===== src/rtl/nrisc_pkg.sv =====
// Shared nRISC definitions: datapath width, reset PC, fetch FSM states and next-PC actions.
package nrisc_pkg;

  localparam int unsigned LARGURA_NRISC = 8;
  localparam logic [LARGURA_NRISC-1:0] PC_RESET = 8'h00;

  typedef enum logic [1:0] {
    ESTADO_INICIO = 2'd0,
    ESTADO_BUSCA  = 2'd1,
    ESTADO_PARADO = 2'd2
  } estado_e;

  // What the fetch stage does on the coming edge; chosen by proximo_pc.
  typedef enum logic [2:0] {
    ACAO_MANTER = 3'd0,
    ACAO_SEQ    = 3'd1,
    ACAO_SALTO  = 3'd2,
    ACAO_DESVIO = 3'd3,
    ACAO_PARAR  = 3'd4
  } acao_e;

endpackage


===== src/rtl/proximo_pc.sv =====
// Combinational next-PC selection: halt > jump > branch > sequential, all modulo 2^LARGURA.
module proximo_pc
  import nrisc_pkg::*;
#(
  parameter int unsigned LARGURA = LARGURA_NRISC
) (
  input  estado_e              estado_i,
  input  logic                 habilita_i,
  input  logic                 valida_i,
  input  logic                 parar_i,
  input  logic                 salto_i,
  input  logic                 desvio_i,
  input  logic                 continuar_i,
  input  logic [LARGURA-1:0]   pc_i,
  input  logic [LARGURA-1:0]   pc_instrucao_i,
  input  logic [LARGURA-1:0]   alvo_salto_i,
  input  logic [LARGURA-1:0]   deslocamento_i,
  output acao_e                acao_c,
  output logic [LARGURA-1:0]   proximo_c
);

  always_comb begin
    acao_c    = ACAO_MANTER;
    proximo_c = pc_i;
    if (habilita_i) begin
      case (estado_i)
        ESTADO_BUSCA: begin
          // Redirects only apply to a real instruction sitting in the register.
          if (valida_i && parar_i) begin
            acao_c = ACAO_PARAR;
          end else if (valida_i && salto_i) begin
            acao_c    = ACAO_SALTO;
            proximo_c = alvo_salto_i;
          end else if (valida_i && desvio_i) begin
            acao_c    = ACAO_DESVIO;
            proximo_c = pc_instrucao_i + deslocamento_i;
          end else begin
            acao_c    = ACAO_SEQ;
            proximo_c = pc_i + LARGURA'(1);
          end
        end
        ESTADO_PARADO: begin
          if (continuar_i) begin
            acao_c    = ACAO_SEQ;
            proximo_c = pc_i + LARGURA'(1);
          end
        end
        default: begin
          acao_c    = ACAO_MANTER;
          proximo_c = pc_i;
        end
      endcase
    end
  end

endmodule


===== src/rtl/unidade_busca.sv =====
// nRISC instruction fetch stage: owns the PC, captures memory bytes into the instruction register.
module unidade_busca
  import nrisc_pkg::*;
#(
  parameter int unsigned         LARGURA          = LARGURA_NRISC,
  parameter logic [LARGURA-1:0]  ENDERECO_INICIAL = PC_RESET
) (
  input  logic                clk,
  input  logic                reset,
  input  logic                habilita,
  input  logic                salto,
  input  logic [LARGURA-1:0]  alvo_salto,
  input  logic                desvio,
  input  logic [LARGURA-1:0]  deslocamento,
  input  logic                parar,
  input  logic                continuar,
  input  logic [LARGURA-1:0]  instrucao_entrada,
  output logic [LARGURA-1:0]  endereco,
  output logic [LARGURA-1:0]  instrucao,
  output logic [LARGURA-1:0]  pc_instrucao,
  output logic                valida,
  output logic                parado
);

  estado_e              estado_q, estado_d;
  logic [LARGURA-1:0]   endereco_q, endereco_d;
  logic [LARGURA-1:0]   instrucao_q, instrucao_d;
  logic [LARGURA-1:0]   pc_instrucao_q, pc_instrucao_d;
  logic                 valida_q, valida_d;
  logic                 parado_q, parado_d;
  acao_e                acao_c;
  logic [LARGURA-1:0]   proximo_c;

  proximo_pc #(.LARGURA(LARGURA)) u_proximo_pc (
    .estado_i       (estado_q),
    .habilita_i     (habilita),
    .valida_i       (valida_q),
    .parar_i        (parar),
    .salto_i        (salto),
    .desvio_i       (desvio),
    .continuar_i    (continuar),
    .pc_i           (endereco_q),
    .pc_instrucao_i (pc_instrucao_q),
    .alvo_salto_i   (alvo_salto),
    .deslocamento_i (deslocamento),
    .acao_c         (acao_c),
    .proximo_c      (proximo_c)
  );

  always_ff @(posedge clk or negedge reset) begin
    if (!reset) begin
      estado_q       <= ESTADO_INICIO;
      endereco_q     <= ENDERECO_INICIAL;
      instrucao_q    <= '0;
      pc_instrucao_q <= '0;
      valida_q       <= 1'b0;
      parado_q       <= 1'b0;
    end else begin
      estado_q       <= estado_d;
      endereco_q     <= endereco_d;
      instrucao_q    <= instrucao_d;
      pc_instrucao_q <= pc_instrucao_d;
      valida_q       <= valida_d;
      parado_q       <= parado_d;
    end
  end

  always_comb begin
    estado_d       = estado_q;
    endereco_d     = endereco_q;
    instrucao_d    = instrucao_q;
    pc_instrucao_d = pc_instrucao_q;
    valida_d       = valida_q;
    parado_d       = parado_q;
    if (habilita) begin
      endereco_d = proximo_c;
      case (estado_q)
        ESTADO_INICIO: begin
          estado_d = ESTADO_BUSCA;
          valida_d = 1'b0;
        end
        ESTADO_BUSCA: begin
          if (acao_c == ACAO_SEQ) begin
            instrucao_d    = instrucao_entrada;
            pc_instrucao_d = endereco_q;
            valida_d       = 1'b1;
          end else begin
            valida_d = 1'b0;
          end
          if (acao_c == ACAO_PARAR) begin
            estado_d = ESTADO_PARADO;
            parado_d = 1'b1;
          end
        end
        ESTADO_PARADO: begin
          // Memory already presents mem[PC], so resuming captures on the same edge.
          if (acao_c == ACAO_SEQ) begin
            instrucao_d    = instrucao_entrada;
            pc_instrucao_d = endereco_q;
            valida_d       = 1'b1;
            estado_d       = ESTADO_BUSCA;
            parado_d       = 1'b0;
          end
        end
        default: begin
          estado_d = ESTADO_INICIO;
          valida_d = 1'b0;
          parado_d = 1'b0;
        end
      endcase
    end
  end

  assign endereco     = endereco_q;
  assign instrucao    = instrucao_q;
  assign pc_instrucao = pc_instrucao_q;
  assign valida       = valida_q;
  assign parado       = parado_q;

endmodule


===== config.mk =====
export PLATFORM = sky130hd
export DESIGN_NAME = unidade_busca
export DESIGN_NICKNAME = d
export VERILOG_FILES = /design/src/rtl/nrisc_pkg.sv /design/src/rtl/proximo_pc.sv /design/src/rtl/unidade_busca.sv
export SDC_FILE = /design/constraint.sdc
export NUM_CORES = 1
export LEC_CHECK = 0
export ABC_AREA = 1
export BUFFER_PORTS_ARGS = -buffer_cell sky130_fd_sc_hd__buf_4
export CAP_MARGIN = 20
export CORE_MARGIN = 3
export CORE_UTILIZATION = 46
export CTS_BUF_LIST = sky130_fd_sc_hd__clkbuf_16
export CTS_CLUSTER_DIAMETER = 200
export CTS_CLUSTER_SIZE = 24
export DETAILED_ROUTE_END_ITERATION = 8
export PLACE_DENSITY = 0.76
export SETUP_SLACK_MARGIN = 0.2
export SKIP_CTS_REPAIR_TIMING = 1
export SKIP_LAST_GASP = 1
export SYNTH_ARGS = -nofsm -noshare
export SYNTH_HDL_FRONTEND = slang
export SYNTH_SLANG_ARGS = --single-unit

===== constraint.sdc =====
create_clock -name clk -period 1.83 [get_ports clk]
set_input_delay 0.183 -clock clk [delete_from_list [all_inputs] [get_ports clk]]
set_output_delay 0.183 -clock clk [all_outputs]
set_load 0.02 [all_outputs]

== After elaboration in Yosys (flattened, before gate mapping) ==
Cells that the tools add are included.

* Flip-flop bits (word level): 28

* Multiplexer cells: 20
* Reductions and logical operators: 11
* Bitwise gates (word level): 1
* Eq/ne operators: 8
* Add/sub/neg operators: 2

{| class="wikitable"
|+ Operator list
! operator !! count
|-
| $mux 8 || 4
|-
| $pmux 8 s2 || 1
|-
| $mux 3 || 3
|-
| $add 8x1->8 const B || 1
|-
| $add 8x8->8 || 1
|-
| $ne 2x2->1 const B || 4
|-
| $reduce_and 4->1 || 2
|-
| $mux 2 || 3
|-
| $pmux 2 s3 || 1
|-
| $pmux 3 s2 || 1
|-
| $reduce_and 3->1 || 2
|-
| $mux 1 || 5
|-
| $eq 3x1->1 const B || 1
|-
| $eq 3x3->1 const B || 1
|-
| $logic_and 1x1->1 || 3
|-
| $pmux 1 s3 || 1
|-
| $eq 2x1->1 const B || 1
|-
| $eq 2x2->1 const B || 1
|-
| $logic_not 2->1 || 1
|-
| $pmux 1 s2 || 1
|-
| $reduce_and 2->1 || 1
|-
| $reduce_bool 2->1 || 1
|-
| $reduce_or 2->1 || 1
|-
| $not 1->1 || 1
|}

== Depth between registers and ports, before layout ==
* Depth after elaboration: 9
* Mapped depth: 13
* Mapped depth without buffers: 13

== Cells and area by module ==
Synthesis repeated with hierarchy kept, for this count alone.

* Cells, all modules: 333
* Area, all modules: 2316.0 µm²

{| class="wikitable"
|+ By module, submodules not included
! module !! instances !! area each (µm²) !! cells each
|-
| unidade_busca || 1 || 1298.7 || 131
|-
| proximo_pc || 1 || 1017.2 || 202
|}

== Least setup slack after synthesis ==
OpenSTA, ideal clock, no wires.

* Kind: reg2reg
* From: register pc_instrucao_q[0] (netlist: pc_instrucao[0])
* To: register endereco_q[4] (netlist: endereco[4])
* Library setup time: 83 ps
* Path buffers: 0
* Arrival: 1820 ps
* Clock period less this slack: 1903 ps
* Stages on the path, launching flop included: 14
* Data required time: 1747 ps
* Path slack: -73 ps
* Path through: dfrtp_1 -> ha_1 -> inv_1 -> fa_1 -> inv_1 -> nand2_1 -> nand2_1 -> nand2_1 -> or2_2 -> nand3_1 -> o21ai_0 -> nand2_1 -> nand2_1 -> o21ai_0

* Word-level cells in the longest chain between the ends: 5

{| class="wikitable"
|+ Ends and longest elaborated chain
! item !! RTL line !! source
|-
| from (decl) || unidade_busca.sv:28 || <nowiki>logic [LARGURA-1:0] pc_instrucao_q, pc_instrucao_d;</nowiki>
|-
| from (signal assigned) || unidade_busca.sv:62 || <nowiki>pc_instrucao_q <= pc_instrucao_d;</nowiki>
|-
| $add 8x8->8 || proximo_pc.sv:36 || <nowiki>proximo_c = pc_instrucao_i + deslocamento_i;</nowiki>
|-
| $mux 8 || proximo_pc.sv:34 || <nowiki>end else if (valida_i && desvio_i) begin</nowiki>
|-
| $mux 8 || proximo_pc.sv:31 || <nowiki>end else if (valida_i && salto_i) begin</nowiki>
|-
| $mux 8 || proximo_pc.sv:29 || <nowiki>if (valida_i && parar_i) begin</nowiki>
|-
| $pmux 8 s2 || proximo_pc.sv:26 || <nowiki>case (estado_i)</nowiki>
|-
| to (signal assigned) || unidade_busca.sv:60 || <nowiki>endereco_q <= endereco_d;</nowiki>
|-
| to (decl) || unidade_busca.sv:26 || <nowiki>logic [LARGURA-1:0] endereco_q, endereco_d;</nowiki>
|}

No other way between the ends. The select of a mux whose other input is x is not followed.
A chain may end at the register's enable or synchronous reset.

== Worst setup path in the final report ==
* From: register estado_q[1]
* To: register endereco_q[3] (netlist: endereco[3])

* Word-level cells in the longest chain between the ends: 3

{| class="wikitable"
|+ Ends and longest elaborated chain
! item !! RTL line !! source
|-
| from (decl) || unidade_busca.sv:25 || <nowiki>estado_e estado_q, estado_d;</nowiki>
|-
| from (signal assigned) || unidade_busca.sv:59 || <nowiki>estado_q <= estado_d;</nowiki>
|-
| $eq 2x1->1 / $eq 2x2->1 (equally long branches) || proximo_pc.sv:26 ||
|-
| $ne 2x2->1 (no source line) / $reduce_bool 2->1 (equally long branches) || - ||
|-
| $reduce_and 4->1 (no source line) || - ||
|}

Parallel ways exist; a longest one is shown, timed or not.

==> impl_metrics.csv <==
group,metric,value,unit
run_status,outcome,"finished, final reports clean",
worst_hold_path,hold_class,"input port to flop",
global_routing,grtUsageTotal,0.204,
timing,tightest_slew,0.357,ns
placement,post-place-ws,0.0711,ns
worst_setup_path,crit_fanout,9,
timing,period_share,0.938,
final_layout,final_util,0.700,
final_layout,nets,363,
synth,synth.avg_cell_area,7.21,sq um
synth,syn-instance-count,250,
timing,slew_headroom,0.762,
cts,cts.htree.levels,1,
floorplanning,rows,22,
job,cap_violations,0,
timing,slew_violations,0,
floorplanning,io_pins,57,
final_layout,area_growth,44.3,%
cts,clk_path_buf_depth,2,
global_routing,antenna_found_initial,0,
placement,post-place-cells,354,
worst_setup_path,start_kind,"flop",
routing,ant_nets,0,
final_layout,final_common_cell,"nand2_1",
routing,drt_iter0_drc,61,
floorplanning,start_util,0.485,
timing,grt_setup_unrepaired,"yes",
routing,drc,0,
timing,max_freq,582,MHz
synth,ys_warn_count,0,
floorplanning,core_area,0.00372,sq mm
cts,cts.sinks,28,
placement,gp_congestion,0.836,
synth,synthesis.area,0.00180,sq mm
worst_setup_path,criticalPathCategory,"flop to flop",
synth,yosys.area.top_type,"dfrtp_1",
final_layout,mostFrequentLayoutCells,"nand2_1, buf_4, dfrtp_1",
final_layout,layout.cells.non_filler,367,
pwr,ir_drop,0.000928,V
final_layout,n_antenna_cell,0,
global_routing,grt_pass1_wl,7210,um
synth,synth_top_area_frac,0.389,
timing,min_period,1.72,ns
global_routing,gr-total-overflow,0,
routing,avgViaCountPerCell,4.98,
cts,clk_latency,0.26,ns
synth,synth_cell_types,26,
worst_setup_path,worstPathArrival,1.89,ns
global_routing,grt_max_degree,29,
cts,cts_tree,"built",
worst_setup_path,r2r_slack,0.11,ns
worst_setup_path,crit_required,2.00,ns
synth,synth_seq_cells,28,
routing,wl_per_cell,12.7,um
timing,fin_ws,0.113,ns
routing,via_count,1827,
global_routing,first_global_vias,1638,
timing,clock_skew,0.00388,ns
placement,dp.final_hpwl,3380,um
pwr,power,4.13,mW
cts,numCtsBuffers,3,
synth,syn-num-nets,293,
pwr,p_per_area,1590,mW/mm^2
routing,first_pass_iters,4,
cts,cts_root_buffer,"clkbuf_16",
timing,hold_violations,0,
synth,ys_seq_area_frac,0.389,
routing,wirelength,4660,um
cts,clk_pin_slew,0.07,ns
final_layout,drive_gt1_frac,0.332,
timing,worst_hold_slack,0.111,ns
pwr,leakagePower,1.34,nW
floorplanning,die_w,68.6,um
placement,io_buffer_count,56,
floorplanning,die_h,68.6,um
timing,setup_viol,0,
synth,synth_area_leaders,"dfrtp_1, nand2_1, ha_1, inv_1, o21ai_0",
worst_setup_path,crit_path_end_kind,"flop",
final_layout,num-fill-cells,325,
floorplanning,die_area,0.00470,sq mm
where the power goes:
part	internal (mW)	switching [mW]
combinational	1.09	1.39
clock	0.293	0.203
sequential	0.892	0.260
total	2.28	1.85
through the flow:
step	TNS (ns)	cell area (sq um)
2_1_floorplan	0	1840
3_3_place_gp	0	2320
3_5_place_dp	0	2320
4_1_cts	0	2400
5_1_grt	-0.00282	2600
6_report	0	2600
cell usage after synthesis:
master    instances
nor2_1           14
ha_1             11
o21ai_1           2
nand3b_1          1
a41oi_1           1
inv_1            31
or2_2             3
nand2_2           2
dfrtp_1          28
nor2_4            1
nand2_1          95
o21ai_0          17
nor3_4            1
a21oi_1          11
fa_1              1
clkbuf_1          1
xnor2_1           1
xor2_1            5
buf_2             1
and2_4            1
clkinv_1          1
buf_6             1
inv_2             1
o211ai_1          2
o22ai_1           3
nand3_1          14
worst paths after layout:
path / depth (start not counted) / from / to
worst max-delay path: 9 / estado_q[1] / endereco[3]
worst min-delay path: 3 / instrucao_entrada[7] / instrucao[7]
worst max register to register: 9 / estado_q[1] / endereco[3]
worst min register to register: 2 / parado / parado
max in group asynchronous: 2 / reset / pc_instrucao[0]
min in group asynchronous: 2 / reset / instrucao[4]
cells by family (layout without fill, tap and decap cells):
kind of cell | after synthesis | after routing | share of synthesized area
AND/OR/NAND/NOR | 132 | 132 | 0.308
adder cells (fa/ha/maj) | 12 | 12 | 0.0875
XOR/XNOR | 6 | 6 | 0.0292
flip-flops | 28 | 28 | 0.389
AO/OA/AOI/OAI | 36 | 36 | 0.107
buffers and inverters | 36 | 105 | 0.0799
worst max-delay path: stages (launching register included):
cell     delay (ns)
dfrtp_1        0.39
buf_4          0.13
ha_2           0.20
inv_2          0.15
nor2_1         0.09
nor3_4         0.21
inv_2          0.12
a21oi_1        0.16
nand2_1        0.09
o21ai_0        0.09
layout make-up:
class                           instances  area [sq um]  area share
Clock buffer                            3          75.1      0.0289
Sequential cell                        28           702       0.270
Inverter                               33           128      0.0491
Tap cell                               48          60.1      0.0231
Multi-Input combinational cell        186          1100       0.424
Clock inverter                          1          3.75     0.00144
Timing Repair inverter                  1          7.51     0.00289
Timing Repair Buffer                   67           522       0.201
metal layers:
layer	up-vias	global-route usage	wire [um]
met5	-	0	0
met4	0	0.0670	29
met3	5	0.0292	287
met2	70	0.340	2320
met1	820	0.270	2030
li1	932	-	-
flip-flops by register name, indices dropped and copies added (netlist names):
| signal | cells |
|---|---|
| valida | 1 |
| estado_q | 2 |
| instrucao | 8 |
| parado | 1 |
| endereco | 8 |
| pc_instrucao | 8 |
Note: power is estimated with default switching activity, not from simulation.
